`config.mk`:
```
export PLATFORM = sky130hd
export DESIGN_NAME = mdu_iterative
export DESIGN_NICKNAME = d
export VERILOG_FILES = /design/src/rtl/mdu_pkg.sv /design/src/rtl/mdu_div_step.sv /design/src/rtl/mdu_iterative.sv
export SDC_FILE = /design/constraint.sdc
export NUM_CORES = 2
export LEC_CHECK = 0
export CORE_MARGIN = 5
export CORE_UTILIZATION = 30
export DETAILED_ROUTE_END_ITERATION = 10
export PLACE_DENSITY = 0.52
export SLEW_MARGIN = 25
export SYNTH_ARGS = -nofsm -noshare
export SYNTH_HDL_FRONTEND = slang
export SYNTH_HIERARCHICAL = 1
export SYNTH_SLANG_ARGS = --single-unit
```
`constraint.sdc`:
```
create_clock -name i_clk -period 3.62 [get_ports i_clk]
set_clock_uncertainty 0.15 [all_clocks]
set_input_delay 0.724 -clock i_clk [delete_from_list [all_inputs] [get_ports i_clk]]
set_output_delay 0.724 -clock i_clk [all_outputs]
set_load 0.05 [all_outputs]
```
`src/rtl/mdu_pkg.sv`:
```
// Shared types and decode helpers for the iterative RV64M multiply/divide unit.
package mdu_pkg;

    localparam int unsigned XLEN = 64;

    // funct3 encodings of the M extension
    typedef enum logic [2:0] {
        MUL    = 3'b000,
        MULH   = 3'b001,
        MULHSU = 3'b010,
        MULHU  = 3'b011,
        DIV    = 3'b100,
        DIVU   = 3'b101,
        REM    = 3'b110,
        REMU   = 3'b111
    } mdu_op_e;

    typedef enum logic [1:0] {
        IDLE,
        CALC,
        FIX,
        DONE
    } mdu_state_e;

    function automatic logic is_div(mdu_op_e op);
        return (op == DIV) || (op == DIVU) || (op == REM) || (op == REMU);
    endfunction

    function automatic logic is_rem(mdu_op_e op);
        return (op == REM) || (op == REMU);
    endfunction

    // rs1 is treated as signed
    function automatic logic is_signed_a(mdu_op_e op);
        return (op == MULH) || (op == MULHSU) || (op == DIV) || (op == REM);
    endfunction

    // rs2 is treated as signed
    function automatic logic is_signed_b(mdu_op_e op);
        return (op == MULH) || (op == DIV) || (op == REM);
    endfunction

endpackage

```
`src/rtl/mdu_div_step.sv`:
```
// One combinational restoring-divide iteration on a {remainder, quotient} pair.
module mdu_div_step #(
    parameter int unsigned W = 64
) (
    input  logic [2*W-1:0] rq_i,
    input  logic [W-1:0]   divisor_i,
    output logic [2*W-1:0] rq_o
);

    logic [W:0]   partial;
    logic [W-1:0] diff;
    logic         ge;

    // Shift left by one, compare against the divisor, subtract when it fits.
    // The partial remainder needs W+1 bits: the bit shifted out of the top is kept.
    always_comb begin
        partial = rq_i[2*W-1:W-1];
        ge      = (partial >= {1'b0, divisor_i});
        diff    = partial[W-1:0] - divisor_i;
        rq_o    = {(ge ? diff : partial[W-1:0]), rq_i[W-2:0], ge};
    end

endmodule

```
`src/rtl/mdu_iterative.sv`:
```
// Iterative RV64M multiply/divide unit: one bit per clock, fixed latency.
module mdu_iterative #(
    parameter int unsigned XLEN = 64
) (
    input  logic            i_clk,
    input  logic            i_rst_n,
    input  logic            i_start,
    input  logic            i_kill,
    input  logic [2:0]      i_op,
    input  logic [XLEN-1:0] i_rs1,
    input  logic [XLEN-1:0] i_rs2,
    output logic            o_busy,
    output logic            o_done,
    output logic [XLEN-1:0] o_result
);
    import mdu_pkg::*;

    localparam int unsigned     CW   = $clog2(XLEN);
    localparam logic [CW-1:0]   LAST = CW'(XLEN - 1);
    localparam logic [XLEN-1:0] SMIN = {1'b1, {(XLEN-1){1'b0}}};

    mdu_state_e        state_q;
    logic [CW-1:0]     cnt_q;
    mdu_op_e           op_q;
    logic              sign_a_q;
    logic              sign_b_q;
    logic [XLEN-1:0]   mcand_q;     // multiplicand or divisor magnitude
    logic [2*XLEN-1:0] acc_q;       // product register or {rem, quot}
    logic [2*XLEN-1:0] acc_d;
    logic [XLEN-1:0]   result_q;
    logic [XLEN-1:0]   result_d;
    logic              done_q;
    logic              busy_q;

    mdu_op_e           op_in;
    logic [XLEN-1:0]   mag_a;
    logic [XLEN-1:0]   mag_b;
    logic              special;
    logic [XLEN-1:0]   special_res;
    logic [XLEN:0]     mul_sum;
    logic [2*XLEN-1:0] mul_next;
    logic [2*XLEN-1:0] div_next;
    logic [2*XLEN-1:0] prod_fix;
    logic [XLEN-1:0]   quot;
    logic [XLEN-1:0]   rem;

    assign op_in = mdu_op_e'(i_op);

    // Launch decode: operand magnitudes and divide special cases.
    always_comb begin
        mag_a       = (is_signed_a(op_in) && i_rs1[XLEN-1]) ? -i_rs1 : i_rs1;
        mag_b       = (is_signed_b(op_in) && i_rs2[XLEN-1]) ? -i_rs2 : i_rs2;
        special     = 1'b0;
        special_res = '0;
        if (is_div(op_in) && (i_rs2 == '0)) begin
            special     = 1'b1;
            special_res = is_rem(op_in) ? i_rs1 : '1;
        end else if (((op_in == DIV) || (op_in == REM)) && (i_rs1 == SMIN) && (i_rs2 == '1)) begin
            special     = 1'b1;
            special_res = (op_in == DIV) ? SMIN : '0;
        end
    end

    mdu_div_step #(
        .W(XLEN)
    ) u_div_step (
        .rq_i      (acc_q),
        .divisor_i (mcand_q),
        .rq_o      (div_next)
    );

    // Shift-add multiply step; the carry out of the upper-half add is shifted in.
    always_comb begin
        mul_sum  = {1'b0, acc_q[2*XLEN-1:XLEN]} + {1'b0, mcand_q};
        mul_next = acc_q[0] ? {mul_sum, acc_q[XLEN-1:1]} : {1'b0, acc_q[2*XLEN-1:1]};
        acc_d    = is_div(op_q) ? div_next : mul_next;
    end

    // Sign correction and result selection for the FIX cycle.
    always_comb begin
        prod_fix = (sign_a_q ^ sign_b_q) ? -acc_q : acc_q;
        quot     = acc_q[XLEN-1:0];
        rem      = acc_q[2*XLEN-1:XLEN];
        case (op_q)
            MUL:                 result_d = prod_fix[XLEN-1:0];
            MULH, MULHSU, MULHU: result_d = prod_fix[2*XLEN-1:XLEN];
            DIV:                 result_d = (sign_a_q ^ sign_b_q) ? -quot : quot;
            REM:                 result_d = sign_a_q ? -rem : rem;
            DIVU:                result_d = quot;
            default:             result_d = rem;
        endcase
    end

    // Control FSM and datapath registers.
    always_ff @(posedge i_clk or negedge i_rst_n) begin
        if (!i_rst_n) begin
            state_q  <= IDLE;
            cnt_q    <= '0;
            op_q     <= MUL;
            sign_a_q <= 1'b0;
            sign_b_q <= 1'b0;
            mcand_q  <= '0;
            acc_q    <= '0;
            result_q <= '0;
            done_q   <= 1'b0;
            busy_q   <= 1'b0;
        end else if (i_kill && (state_q != IDLE)) begin
            state_q <= IDLE;
            done_q  <= 1'b0;
            busy_q  <= 1'b0;
        end else begin
            case (state_q)
                IDLE: begin
                    done_q <= 1'b0;
                    if (i_start && !i_kill) begin
                        op_q     <= op_in;
                        sign_a_q <= is_signed_a(op_in) & i_rs1[XLEN-1];
                        sign_b_q <= is_signed_b(op_in) & i_rs2[XLEN-1];
                        mcand_q  <= is_div(op_in) ? mag_b : mag_a;
                        acc_q    <= {{XLEN{1'b0}}, (is_div(op_in) ? mag_a : mag_b)};
                        cnt_q    <= '0;
                        busy_q   <= 1'b1;
                        if (special) begin
                            result_q <= special_res;
                            done_q   <= 1'b1;
                            state_q  <= DONE;
                        end else begin
                            state_q <= CALC;
                        end
                    end
                end
                CALC: begin
                    acc_q <= acc_d;
                    cnt_q <= cnt_q + 1'b1;
                    if (cnt_q == LAST) begin
                        state_q <= FIX;
                    end
                end
                FIX: begin
                    result_q <= result_d;
                    done_q   <= 1'b1;
                    state_q  <= DONE;
                end
                default: begin
                    done_q  <= 1'b0;
                    busy_q  <= 1'b0;
                    state_q <= IDLE;
                end
            endcase
        end
    end

    assign o_busy   = busy_q;
    assign o_done   = done_q;
    assign o_result = result_q;

endmodule
```
==> flow_metrics.tcl <==
set metrics [dict create \
    ios 201 \
    synthToLayoutAreaGrowth_pct 49.8 \
    avgSynthCellArea_um2 7.02 \
    clkTransAtPathRegs_ns 0.06 \
    setup_viol 55 \
    crit_arrival_ns 4.19 \
    tightest_slew_ns 0.929 \
    rows 121 \
    portBuffers 200 \
    synth_edf_count 0 \
    cp_top_family "compound AO/OA/AOI/OAI gates" \
    synth_area_mm2 0.0329 \
    clk_latency_ns 0.59 \
    path_common_cell "buf_6" \
    yosysWarnings 6 \
    dpl_worst_slack_ns -1.26 \
    start_kind "register" \
    layout.nets 5993 \
    cts_tree "done" \
    routabilityCongestion 1.05 \
    drt_iter0_markers 4021 \
    vias 40700 \
    die_h_um 341 \
    initial_utilization_pct 30.2 \
    ant_nets 0 \
    firstDrtPassIters 6 \
    grt_usage_pct 28.3 \
    synth-seq-area-share_pct 20.6 \
    cts_root_buf "clkbuf_16" \
    max_freq_mhz 258 \
    cts_buffer_depth 3 \
    min_period_ns 3.88 \
    outcome "finished, violations left" \
    max-cap-violations 0 \
    overflow 0 \
    die_w_um 341 \
    totalWireLength_um 175000 \
    p_leak_nw 21.1 \
    slowest_delay_ns 0.44 \
    violations "setup timing" \
    drv_slew 0 \
    grt_pass1_vias 38700 \
    synth.distinct_cells 106 \
    dpl.hpwl_um 138000 \
    cts.sinks 271 \
    die_area_mm2 0.116 \
    pwr_density_cell_mw_per_mm2 1180 \
    grt_pass1_wl_um 252000 \
    synthCells 4684 \
    grt_max_degree 213 \
    finalHoldViolCount 0 \
    min_path_type "input pin to async pin" \
    synth_flop_cell "dfrtp_1" \
    period_share_pct 107 \
    detail_route.wl_per_cell_um 24.4 \
    slowest_stage "o41a_1" \
    worstPathRequired_ns 3.93 \
    drive_gt1_share_pct 32.7 \
    slew_headroom_pct 37.8 \
    path_cells "buf_12 -> clkinv_8 -> ha_4 -> fa_2 -> nor2b_4 -> buf_6 -> o211ai_4 -> a31oi_4 -> o41a_1 -> buf_6 -> a31o_1 -> a21o_1 -> or3_4 -> o21a_1 -> xnor2_1 -> mux2_4 -> a32oi_1 -> o21ai_1" \
    antenna_found_initial 7 \
    rsz0062_at_grt "true" \
    cts_made_buffers 34 \
    coreArea_mm2 0.109 \
    synth_fp_nets 4959 \
    p_total_w 0.0580 \
    timing.final.ws_setup_ns -0.259 \
    crit_type "register to register" \
    tns_ns -3.21 \
    cp.buffers_inverters 4 \
    synth-seq-cells 271 \
    async_flop_share_pct 100 \
    finish.utilization_pct 45.3 \
    avgViaCountPerCell 5.68 \
    reg2reg_slack_ns -0.26 \
    cp_max_fo 2 \
    cp-end-kind "register" \
    htree_levels 2 \
    ir_drop_mv 0.490 \
    drc 0 \
]
-- routing by layer --
metal,routed length [um],GRT usage (%),part of all wire (%)
met1,74000,37.7,42
met2,77400,45.0,44
met3,13600,4.85,7.8
met4,9880,12.8,5.6
met5,13,0,0.0074
-- repair_timing --
item	CTS	global route
buffers inserted	51	63
setup endpoints to repair	173	170
hold buffers	0	0
pin swaps	135	293
resized for setup	358	533
cloned	7	6
-- flip-flops by register name, indices dropped and copies added (netlist names) --
signal,cells
acc_q,128
mcand_q,64
o_result,64
cnt_q,6
op_q,3
state_q,2
o_busy,1
o_done,1
sign_a_q,1
sign_b_q,1
-- Yosys cell counts, drive strengths merged (20+ instances only) --
master / number / area, um2
and2: 25 / 159
and3: 43 / 269
nor2: 478 / 1810
inv: 131 / 499
o211ai: 52 / 395
nor3: 110 / 551
o31ai: 63 / 492
nand2b: 25 / 156
nor2b: 21 / 139
o22ai: 20 / 125
nand4: 64 / 400
mux2i: 48 / 480
a211oi: 58 / 445
nand3: 93 / 465
mux2: 67 / 788
xnor2: 203 / 1780
nand2: 489 / 1840
o21bai: 25 / 188
o41ai: 21 / 191
a21oi: 490 / 2460
xor2: 133 / 1160
dfrtp: 271 / 6780
ha: 138 / 1730
o21a: 31 / 240
or2: 21 / 131
o21ai: 564 / 2830
buf: 122 / 795
clkbuf: 308 / 1160
o221ai: 28 / 245
or4: 41 / 323
or3: 60 / 385
nor4: 66 / 447
a21o: 86 / 648
a31oi: 79 / 522
-- final timing paths --
path,start,endpoint,cells past startpoint
hold / removal,i_rst_n,acc_q[126],1
max in group asynchronous,i_rst_n,acc_q[72],2
setup / recovery,acc_q[63],acc_q[110],18
setup reg to reg,acc_q[63],acc_q[110],18
min in group i_clk,o_result[18],o_result[18],2
hold reg to reg,o_result[18],o_result[18],2
-- logic make-up after synthesis --
kind of cell             Yosys count  share of synthesized area, %
AO/OA/AOI/OAI                   1690                          31.4
buffers and inverters            562                          7.46
flip-flops                       271                          20.6
adder cells (fa/ha/maj)          140                          5.37
XOR/XNOR                         336                          8.94
AND/OR/NAND/NOR                 1570                          22.4
multiplexers                     115                          3.86
-- area by class of cell --
type                    instances  area [um2]
multi-input cells            3852       26600
clock buffers                  53        1080
clock inverters                 9         105
inverters                     132         520
fillers                     10900       59600
well taps                    1414        1770
repair buffers               1427       12400
diodes                          4        10.0
flip-flops and latches        271        6790
-- where the power goes --
part           internal (W)  switching [W]  leakage, nW
clock network       0.00219        0.00153        0.570
logic                0.0208         0.0276         17.1
registers           0.00441        0.00149         3.40
total                0.0274         0.0306         21.1
-- placed cells by master, fill, tap and decap left out, types with 23 or more instances in the layout --
cell / count
nand2b_1: 24
xnor2_1: 188
xor2_1: 127
o21bai_1: 23
dfrtp_1: 264
o21ai_1: 133
nand4_1: 64
o31ai_1: 41
mux2i_1: 44
a31oi_1: 65
and3_1: 41
nor4_1: 51
a21o_1: 84
ha_4: 27
nand2_2: 34
nor2_1: 443
o21ai_0: 363
o21a_1: 30
nand3_1: 85
buf_4: 1087
o21ai_2: 60
buf_6: 69
a211oi_1: 52
nor3_1: 87
inv_1: 114
nand2_1: 438
or3_1: 45
buf_12: 50
a21oi_2: 37
o211ai_1: 51
ha_1: 105
a21oi_1: 443
clkdlybuf4s50_1: 166
mux2_2: 55
clkbuf_16: 43
-- stage by stage --
step,cell area (um2),instances,hold slack (ns)
2_1_floorplan,33000,4684,0.278
3_3_place_gp,43800,6998,0.325
3_5_place_dp,43800,6998,0.334
4_1_cts,47000,7111,0.00809
5_1_grt,49300,7158,0.0433
6_report,49300,7162,0.00509
(Power assumes the default switching activity.)
